## src/rtl/mem_arb_pkg.sv

```systemverilog
// Shared types and constants for the memory stream arbiter.
package mem_arb_pkg;

    localparam int unsigned GrantCntW = 16;

    typedef enum logic {
        ARB_FREE,
        ARB_LOCKED
    } arb_state_e;

    function automatic int unsigned wrap_inc(input int unsigned idx, input int unsigned n);
        return (idx + 1 >= n) ? 0 : idx + 1;
    endfunction

endpackage

```

## src/rtl/mem_arb_rr.sv

```systemverilog
// Round-robin priority scan: first valid requester at or after i_ptr, wrapping.
module mem_arb_rr
    import mem_arb_pkg::*;
#(
    parameter int unsigned NumReq = 4
) (
    input  logic [NumReq-1:0]         i_valid,
    input  logic [$clog2(NumReq)-1:0] i_ptr,
    output logic [$clog2(NumReq)-1:0] o_idx,
    output logic                      o_any
);

    localparam int unsigned IdxW = $clog2(NumReq);

    always_comb begin
        int unsigned w_cand;
        o_idx  = '0;
        o_any  = 1'b0;
        w_cand = 32'(i_ptr);
        for (int unsigned k = 0; k < NumReq; k++) begin
            if (!o_any && i_valid[IdxW'(w_cand)]) begin
                o_any = 1'b1;
                o_idx = IdxW'(w_cand);
            end
            w_cand = wrap_inc(w_cand, NumReq);
        end
    end

endmodule

```

## src/rtl/stream_fifo.sv

```systemverilog
// In-order storage queue with registered head (non-fall-through).
// The caller tracks occupancy; a push and a pop may coincide even when full.
module stream_fifo
    import mem_arb_pkg::*;
#(
    parameter type         T     = logic,
    parameter int unsigned Depth = 2
) (
    input  logic i_clk,
    input  logic i_rst,
    input  logic i_push,
    input  T     i_data,
    input  logic i_pop,
    output T     o_data
);

    localparam int unsigned PtrW = (Depth > 1) ? $clog2(Depth) : 1;

    T                r_mem [Depth];
    logic [PtrW-1:0] r_wr_ptr;
    logic [PtrW-1:0] r_rd_ptr;

    always_ff @(posedge i_clk) begin
        if (i_push) begin
            r_mem[r_wr_ptr] <= i_data;
        end
    end

    always_ff @(posedge i_clk or posedge i_rst) begin
        if (i_rst) begin
            r_wr_ptr <= '0;
            r_rd_ptr <= '0;
        end else begin
            if (i_push) begin
                r_wr_ptr <= PtrW'(wrap_inc(32'(r_wr_ptr), Depth));
            end
            if (i_pop) begin
                r_rd_ptr <= PtrW'(wrap_inc(32'(r_rd_ptr), Depth));
            end
        end
    end

    assign o_data = r_mem[r_rd_ptr];

endmodule

```

## src/rtl/mem_stream_arbiter.sv

```systemverilog
// Round-robin arbiter sharing one memory request/response stream among NumReq requesters.
// Define MEM_ARB_GRANT_CNT_EN to build per-requester 16-bit grant counters.
module mem_stream_arbiter
    import mem_arb_pkg::*;
#(
    parameter int unsigned NumReq         = 4,
    parameter int unsigned MaxOutstanding = 2,
    parameter type         mem_req_t      = logic,
    parameter type         mem_resp_t     = logic
) (
    input  logic                             clk_i,
    input  logic                             rst_i,
    input  mem_req_t [NumReq-1:0]            req_i,
    input  logic [NumReq-1:0]                req_valid_i,
    output logic [NumReq-1:0]                req_ready_o,
    output mem_resp_t                        resp_o,
    output logic [NumReq-1:0]                resp_valid_o,
    input  logic [NumReq-1:0]                resp_ready_i,
    output mem_req_t                         mem_req_o,
    output logic                             mem_req_valid_o,
    input  logic                             mem_req_ready_i,
    input  mem_resp_t                        mem_resp_i,
    input  logic                             mem_resp_valid_i,
    output logic                             mem_resp_ready_o,
    output logic [NumReq-1:0][GrantCntW-1:0] grant_cnt_o
);

    localparam int unsigned IdxW = $clog2(NumReq);
    localparam int unsigned CntW = $clog2(MaxOutstanding + 1);

    arb_state_e      r_state;
    arb_state_e      w_state_next;
    logic [IdxW-1:0] r_rr_ptr;
    logic [IdxW-1:0] r_lock_idx;
    logic [IdxW-1:0] w_lock_idx_next;
    logic [IdxW-1:0] w_rr_idx;
    logic [IdxW-1:0] w_grant;
    logic [IdxW-1:0] w_head;
    logic [CntW-1:0] r_cnt;
    logic            w_any_valid;
    logic            w_grant_valid;
    logic            w_can_issue;
    logic            w_push;
    logic            w_pop;
    logic            w_q_empty;

    mem_arb_rr #(
        .NumReq(NumReq)
    ) u_rr (
        .i_valid(req_valid_i),
        .i_ptr  (r_rr_ptr),
        .o_idx  (w_rr_idx),
        .o_any  (w_any_valid)
    );

    stream_fifo #(
        .T    (logic [IdxW-1:0]),
        .Depth(MaxOutstanding)
    ) u_id_q (
        .i_clk (clk_i),
        .i_rst (rst_i),
        .i_push(w_push),
        .i_data(w_grant),
        .i_pop (w_pop),
        .o_data(w_head)
    );

    assign w_q_empty   = (r_cnt == '0);
    assign w_pop       = !w_q_empty && mem_resp_valid_i && resp_ready_i[w_head];
    // A pop in the same cycle frees the slot the new request takes.
    assign w_can_issue = (r_cnt < CntW'(MaxOutstanding)) || w_pop;
    assign w_push      = mem_req_valid_o && mem_req_ready_i;

    always_comb begin
        w_grant       = w_rr_idx;
        w_grant_valid = w_any_valid;
        if (r_state == ARB_LOCKED) begin
            w_grant       = r_lock_idx;
            w_grant_valid = req_valid_i[r_lock_idx];
        end
        mem_req_valid_o      = w_grant_valid && w_can_issue;
        mem_req_o            = req_i[w_grant];
        req_ready_o          = '0;
        req_ready_o[w_grant] = mem_req_ready_i && w_can_issue;
    end

    always_comb begin
        w_state_next    = r_state;
        w_lock_idx_next = r_lock_idx;
        unique case (r_state)
            ARB_FREE: begin
                if (mem_req_valid_o && !mem_req_ready_i) begin
                    w_state_next    = ARB_LOCKED;
                    w_lock_idx_next = w_grant;
                end
            end
            ARB_LOCKED: begin
                if (w_push) begin
                    w_state_next = ARB_FREE;
                end
            end
        endcase
    end

    always_ff @(posedge clk_i or posedge rst_i) begin
        if (rst_i) begin
            r_state    <= ARB_FREE;
            r_lock_idx <= '0;
            r_rr_ptr   <= '0;
            r_cnt      <= '0;
        end else begin
            r_state    <= w_state_next;
            r_lock_idx <= w_lock_idx_next;
            if (w_push) begin
                r_rr_ptr <= IdxW'(wrap_inc(32'(w_grant), NumReq));
            end
            if (w_push && !w_pop) begin
                r_cnt <= r_cnt + CntW'(1);
            end else if (!w_push && w_pop) begin
                r_cnt <= r_cnt - CntW'(1);
            end
        end
    end

    always_comb begin
        resp_valid_o     = '0;
        mem_resp_ready_o = 1'b0;
        if (!w_q_empty) begin
            resp_valid_o[w_head] = mem_resp_valid_i;
            mem_resp_ready_o     = resp_ready_i[w_head];
        end
    end

    assign resp_o = mem_resp_i;

`ifdef MEM_ARB_GRANT_CNT_EN
    logic [NumReq-1:0][GrantCntW-1:0] r_grant_cnt;

    always_ff @(posedge clk_i or posedge rst_i) begin
        if (rst_i) begin
            r_grant_cnt <= '0;
        end else if (w_push) begin
            r_grant_cnt[w_grant] <= r_grant_cnt[w_grant] + GrantCntW'(1);
        end
    end

    assign grant_cnt_o = r_grant_cnt;
`else
    assign grant_cnt_o = '0;
`endif

    // A response with nothing outstanding has no owner.
    a_resp_has_owner: assert property (@(posedge clk_i) disable iff (rst_i)
        !(mem_resp_valid_i && w_q_empty));

endmodule

```

## config.mk

```make
export PLATFORM = sky130hd
export DESIGN_NAME = mem_stream_arbiter
export DESIGN_NICKNAME = d
export VERILOG_FILES = /design/src/rtl/mem_arb_pkg.sv /design/src/rtl/mem_arb_rr.sv /design/src/rtl/stream_fifo.sv /design/src/rtl/mem_stream_arbiter.sv
export SDC_FILE = /design/constraint.sdc
export NUM_CORES = 1
export LEC_CHECK = 0
export ABC_AREA = 1
export BUFFER_PORTS_ARGS = -buffer_cell sky130_fd_sc_hd__clkbuf_2
export CORE_ASPECT_RATIO = 1.75
export CORE_UTILIZATION = 49
export CTS_CLUSTER_SIZE = 14
export DETAILED_ROUTE_END_ITERATION = 6
export PLACE_DENSITY_LB_ADDON = 0.2
export SLEW_MARGIN = 30
export SYNTH_ARGS = -nofsm -noshare
export SYNTH_HDL_FRONTEND = slang
export SYNTH_SLANG_ARGS = --single-unit
```

## constraint.sdc

```tcl
create_clock -name clk_i -period 4.05 [get_ports clk_i]
set_input_delay 0.6075 -clock clk_i [delete_from_list [all_inputs] [get_ports clk_i]]
set_output_delay 0.6075 -clock clk_i [all_outputs]
set_load 0.02 [all_outputs]
```

Yosys cells after proc, flatten, opt, wreduce, memory -nomap -nowiden
Memories as Yosys holds them, arrays and structs flattened.
Cells that the tools add are included.
{"block": "classes", "order_cmp": 16, "bitwise": 3, "reduce_logical": 24, "n_mux": 43, "addsub": 8}
{"operator": "$ge 32x3->1 const B", "count": 3}
{"operator": "$add 32x1->32 const B", "count": 2}
{"operator": "$mux 32", "count": 2}
{"operator": "$lt 2x3->1 const B", "count": 7}
{"operator": "$mux 1", "count": 21}
{"operator": "$mux 2", "count": 9}
{"operator": "$bmux 1 s2", "count": 7}
{"operator": "$logic_and 1x1->1", "count": 13}
{"operator": "$and 4x4->4", "count": 2}
{"operator": "$logic_not 1->1", "count": 7}
{"operator": "$add 2x1->3 const B", "count": 2}
{"operator": "$add 1x1->2 const B", "count": 2}
{"operator": "$demux 1 s2", "count": 2}
{"operator": "$ge 2x1->1 const B", "count": 2}
{"operator": "$ge 2x2->1 const B", "count": 2}
{"operator": "$mux 4", "count": 1}
{"operator": "$ge 3x3->1 const B", "count": 1}
{"operator": "$add 2x1->2 const B", "count": 1}
{"operator": "$logic_not 2->1", "count": 1}
{"operator": "$lt 2x2->1 const B", "count": 1}
{"operator": "$pmux 1 s2", "count": 1}
{"operator": "$reduce_and 2->1", "count": 1}
{"operator": "$reduce_bool 2->1", "count": 1}
{"operator": "$sub 2x1->2 const B", "count": 1}
{"operator": "other kinds (2)", "count": 2}
{"block": "word_totals", "regBits": 9, "word_cells": 101, "output_inout_bits": 76, "mem_bits_rw": 4, "memories": 1}
{"memory": "u_id_q.r_mem", "depth": 2, "word_bits": 2, "rd": 1, "rd_ports_with_merged_regs": 0, "write_ports": 1, "line": "stream_fifo.sv:19", "rtl": "T r_mem [Depth];"}

Longest topological paths before layout
{"block": "depth", "word_depth": 20, "depth_mapped": 16}

Modules after synthesis
Synthesis repeated with hierarchy kept, for this count alone.
{"block": "unflattened", "hier_cells": 245, "area_unflattened_um2": 1715.4}
{"module": "mem_stream_arbiter", "area_per_inst_um2": 1129.8, "seq_area_each_um2": 175.2, "cells_per_inst": 159, "n_inst": 1}
{"module": "mem_arb_rr", "area_per_inst_um2": 340.3, "seq_area_each_um2": 0.0, "cells_per_inst": 60, "n_inst": 1}
{"module": "stream_fifo", "area_per_inst_um2": 245.2, "seq_area_each_um2": 170.2, "cells_per_inst": 26, "n_inst": 1}

Worst setup path after synthesis
Ideal clock, no wire load.
{"block": "synth_path", "path_kind": "register -> output", "start": "register r_rr_ptr[0]", "end": "output port req_ready_o[2]", "n_path_buf": 0, "arrival_ns": 2.186, "setup_slack_ns": 1.257, "stages_incl_launch_ff": 15, "path_cell_list": "dfrtp_1 inv_2 ha_1 inv_1 nand2_1 nand3_1 nand2_1 nand2_2 nand2_1 o211ai_1 nand2_2 clkinv_2 ha_1 inv_1 nor2_1"}
{"element": "start: declaration", "line": "mem_stream_arbiter.sv:33", "rtl": "logic [IdxW-1:0] r_rr_ptr;"}
{"element": "start signal: assignment", "line": "mem_stream_arbiter.sv:115", "rtl": "r_rr_ptr <= IdxW'(wrap_inc(32'(w_grant), NumReq));"}
{"element": "end: declaration", "line": "mem_stream_arbiter.sv:15", "rtl": "output logic [NumReq-1:0] req_ready_o,"}

==> impl_metrics.ini <==
[outcome]
outcome = completed

[synthesis]
muxShareOfSynthArea = 0
yosysUniqueCellTypes = 30
synth.cell_area_sq_um = 1680
synth_top_family_by_area = buffers and inverters
synth_area_leaders = buf_4, dfrtp_1, nand2_1
ys_warn_count = 0
ys_ff_latch = 13
synth_top_area_frac = 0.290
synthXorXnorAreaFrac = 0.0156
synth_compound_area_frac = 0.0639
yosys.area.top_type = buf_4
synthSimpleGateAreaFrac = 0.293
synth_edf_count = 4
postSynthCellCount = 232
yosysMostFrequentCell = buf_4
syn_avg_cell_area_sq_um = 7.25
synthFlopType = dfrtp_1
synth-seq-area-share = 0.205
synthArstFlopShare = 0.692
synth_fa_ha_area_frac = 0.0520
yosys-top-cells-count = buf_4, nand2_1, inv_1

[worst_setup_path]
critPathLaunchType = flip-flop
required_ns = 3.44
end_kind = output pin
reg2reg_depth = 16
arrival_ns = 2.62
cp_max_fo = 7
critical_path_class = reg2out

[global_routing]
grt_pass1_wl_mm = 4.57
grt.total_usage = 0.172
antenna_found_initial = 0
grt_overflow_total = 0
grt_pass1_vias = 1142
grt_max_degree = 10

[power_and_ir_drop]
leakagePower_uw = 0.000985
p_total_uw = 1430
peakVddDrop_mv = 0.449
p_per_area_nw_per_um2 = 862

[job]
maxCapViolCount = 0

[floorplan]
io_pins = 93
die_area_sq_um = 3680
rows = 27
core_sq_um = 3210
dieWidth_um = 46.3
die_h_um = 79.5
start_util = 0.524

[route]
antenna_left = 0
route.vias.total = 1275
avgViaCountPerCell = 4.21
wl_per_cell_um = 9.26
routed_wl_mm = 2.81
route.detailed.drc = 0
first_pass_iters = 4
drtIter0Drc = 22

[sta]
rsz0062_at_grt = false
clock-skew-final_ns = 0.00666
layout_setup_ws_ns = 0.818
fin_tns_setup_ns = 0
fin_crit_ns = 3.23
final-setup-viol-count = 0
fmax_mhz = 309
finalHoldViolCount = 0
slew_violations = 0
finalCritPeriodShare = 0.798

[place]
dp_worst_setup_slack_ns = 1.07
io_buffers = 26
gp_congestion = 0.832
hpwl_mm = 2.52

[layout]
fin_nets = 285
fin_util = 0.518
syn2layout_area_growth_pct = -1.26
drive_gt1_frac = 0.235
diodes = 0

[clock_tree]
root_buffer = clkbuf_8
clkSinkCount = 13
cts_resized = 0
clock_latency_ns = 0.24
post_cts_buffers = 0
cts_buffers = 3
clkSlewWorstSetupHoldPaths_ns = 0.06
cts_tree = built
cts_hold_buf = 0
clk_path_buf_depth = 2
htree_num_levels = 1

[hold_path]
min_path_type = in2async
==> power by group <==
part	internal (uW)	switching (uW)	total, uW
Clock	67.8	45.1	113
Sequential	208	62.3	270
Combinational	344	706	1050
Total	619	814	1430
==> worst paths after layout <==
kind                                from              to  slack, ns
hold reg to reg            r_lock_idx[1]   r_lock_idx[1]       0.50
setup reg to reg             r_rr_ptr[0]        r_cnt[1]       1.40
setup / recovery             r_rr_ptr[0]  req_ready_o[3]       0.82
hold / removal                     rst_i        r_cnt[0]       0.30
min in group clk_i         r_lock_idx[1]   r_lock_idx[1]       0.50
max in group asynchronous          rst_i   r_lock_idx[1]       3.49
==> worst max-delay path, stage by stage (launching register included) <==
cell and delay, ns:
dfrtp_1 0.48, inv_2 0.11, ha_1 0.36, inv_1 0.13
nand2_1 0.10, nand3_1 0.12, nand2_1 0.07, nand2_2 0.08
nand2_1 0.07, o211ai_1 0.18, nand2_2 0.13, clkinv_2 0.11
ha_1 0.14, inv_1 0.04, nor2_1 0.09, clkbuf_2 0.17
==> sequential cells by signal (all words and copies together), names as in the netlist, named ones only <==
signal / cells
u_id_q.r_mem: 4
u_id_q.r_rd_ptr: 1
r_rr_ptr: 2
r_cnt: 2
u_id_q.r_wr_ptr: 1
r_lock_idx: 2
==> final cells by class <==
class	count	area, sq um
multi-input cells	183	955
flip-flops and latches	13	345
clock buffers	3	41.3
well taps	43	53.8
clock inverters	1	5.00
inverters	34	131
fillers	350	1550
repair buffers	26	130
==> cell families (layout without fill, tap and decap cells) <==
kind of cell / after synthesis / after routing
buf+inv: 99 / 64
flops: 13 / 13
compound gates: 18 / 18
fa+ha+maj: 7 / 7
simple gates: 91 / 91
other cells: 1 / 64
xor+xnor: 3 / 3
==> layer usage <==
metal	global-route usage	part of all wire
met2	0.318	0.60
met1	0.164	0.34
met5	0	0
met3	0.0158	0.037
met4	0.109	0.027
==> placed cells by master, fill, tap and decap left out, types with 3 or more instances in the layout <==
cell      Yosys  routed
o21ai_1       6       6
nand4_1       5       5
inv_2         3       3
ha_1          7       7
conb_1        1      64
clkbuf_8      0       3
nor2_1       14      14
nand3_1       9       9
a21oi_1       3       3
o21ai_0       4       4
edfxtp_1      4       4
clkbuf_2      0      26
inv_1        29      29
nand3_2       4       4
dfrtp_1       9       9
nand2_4       3       3
nor3_1        4       4
nand2_1      34      34
nand2_2      11      11
==> through the flow <==
step           std cells  hold slack [ns]  area (sq um)
4_1_cts              303            0.311          1660
3_3_place_gp         299            0.480          1620
6_report             303            0.296          1660
5_1_grt              303            0.319          1660
2_1_floorplan        295            0.435          1920
3_5_place_dp         299            0.490          1620
No activity file was read; power rests on OpenSTA's default activity.
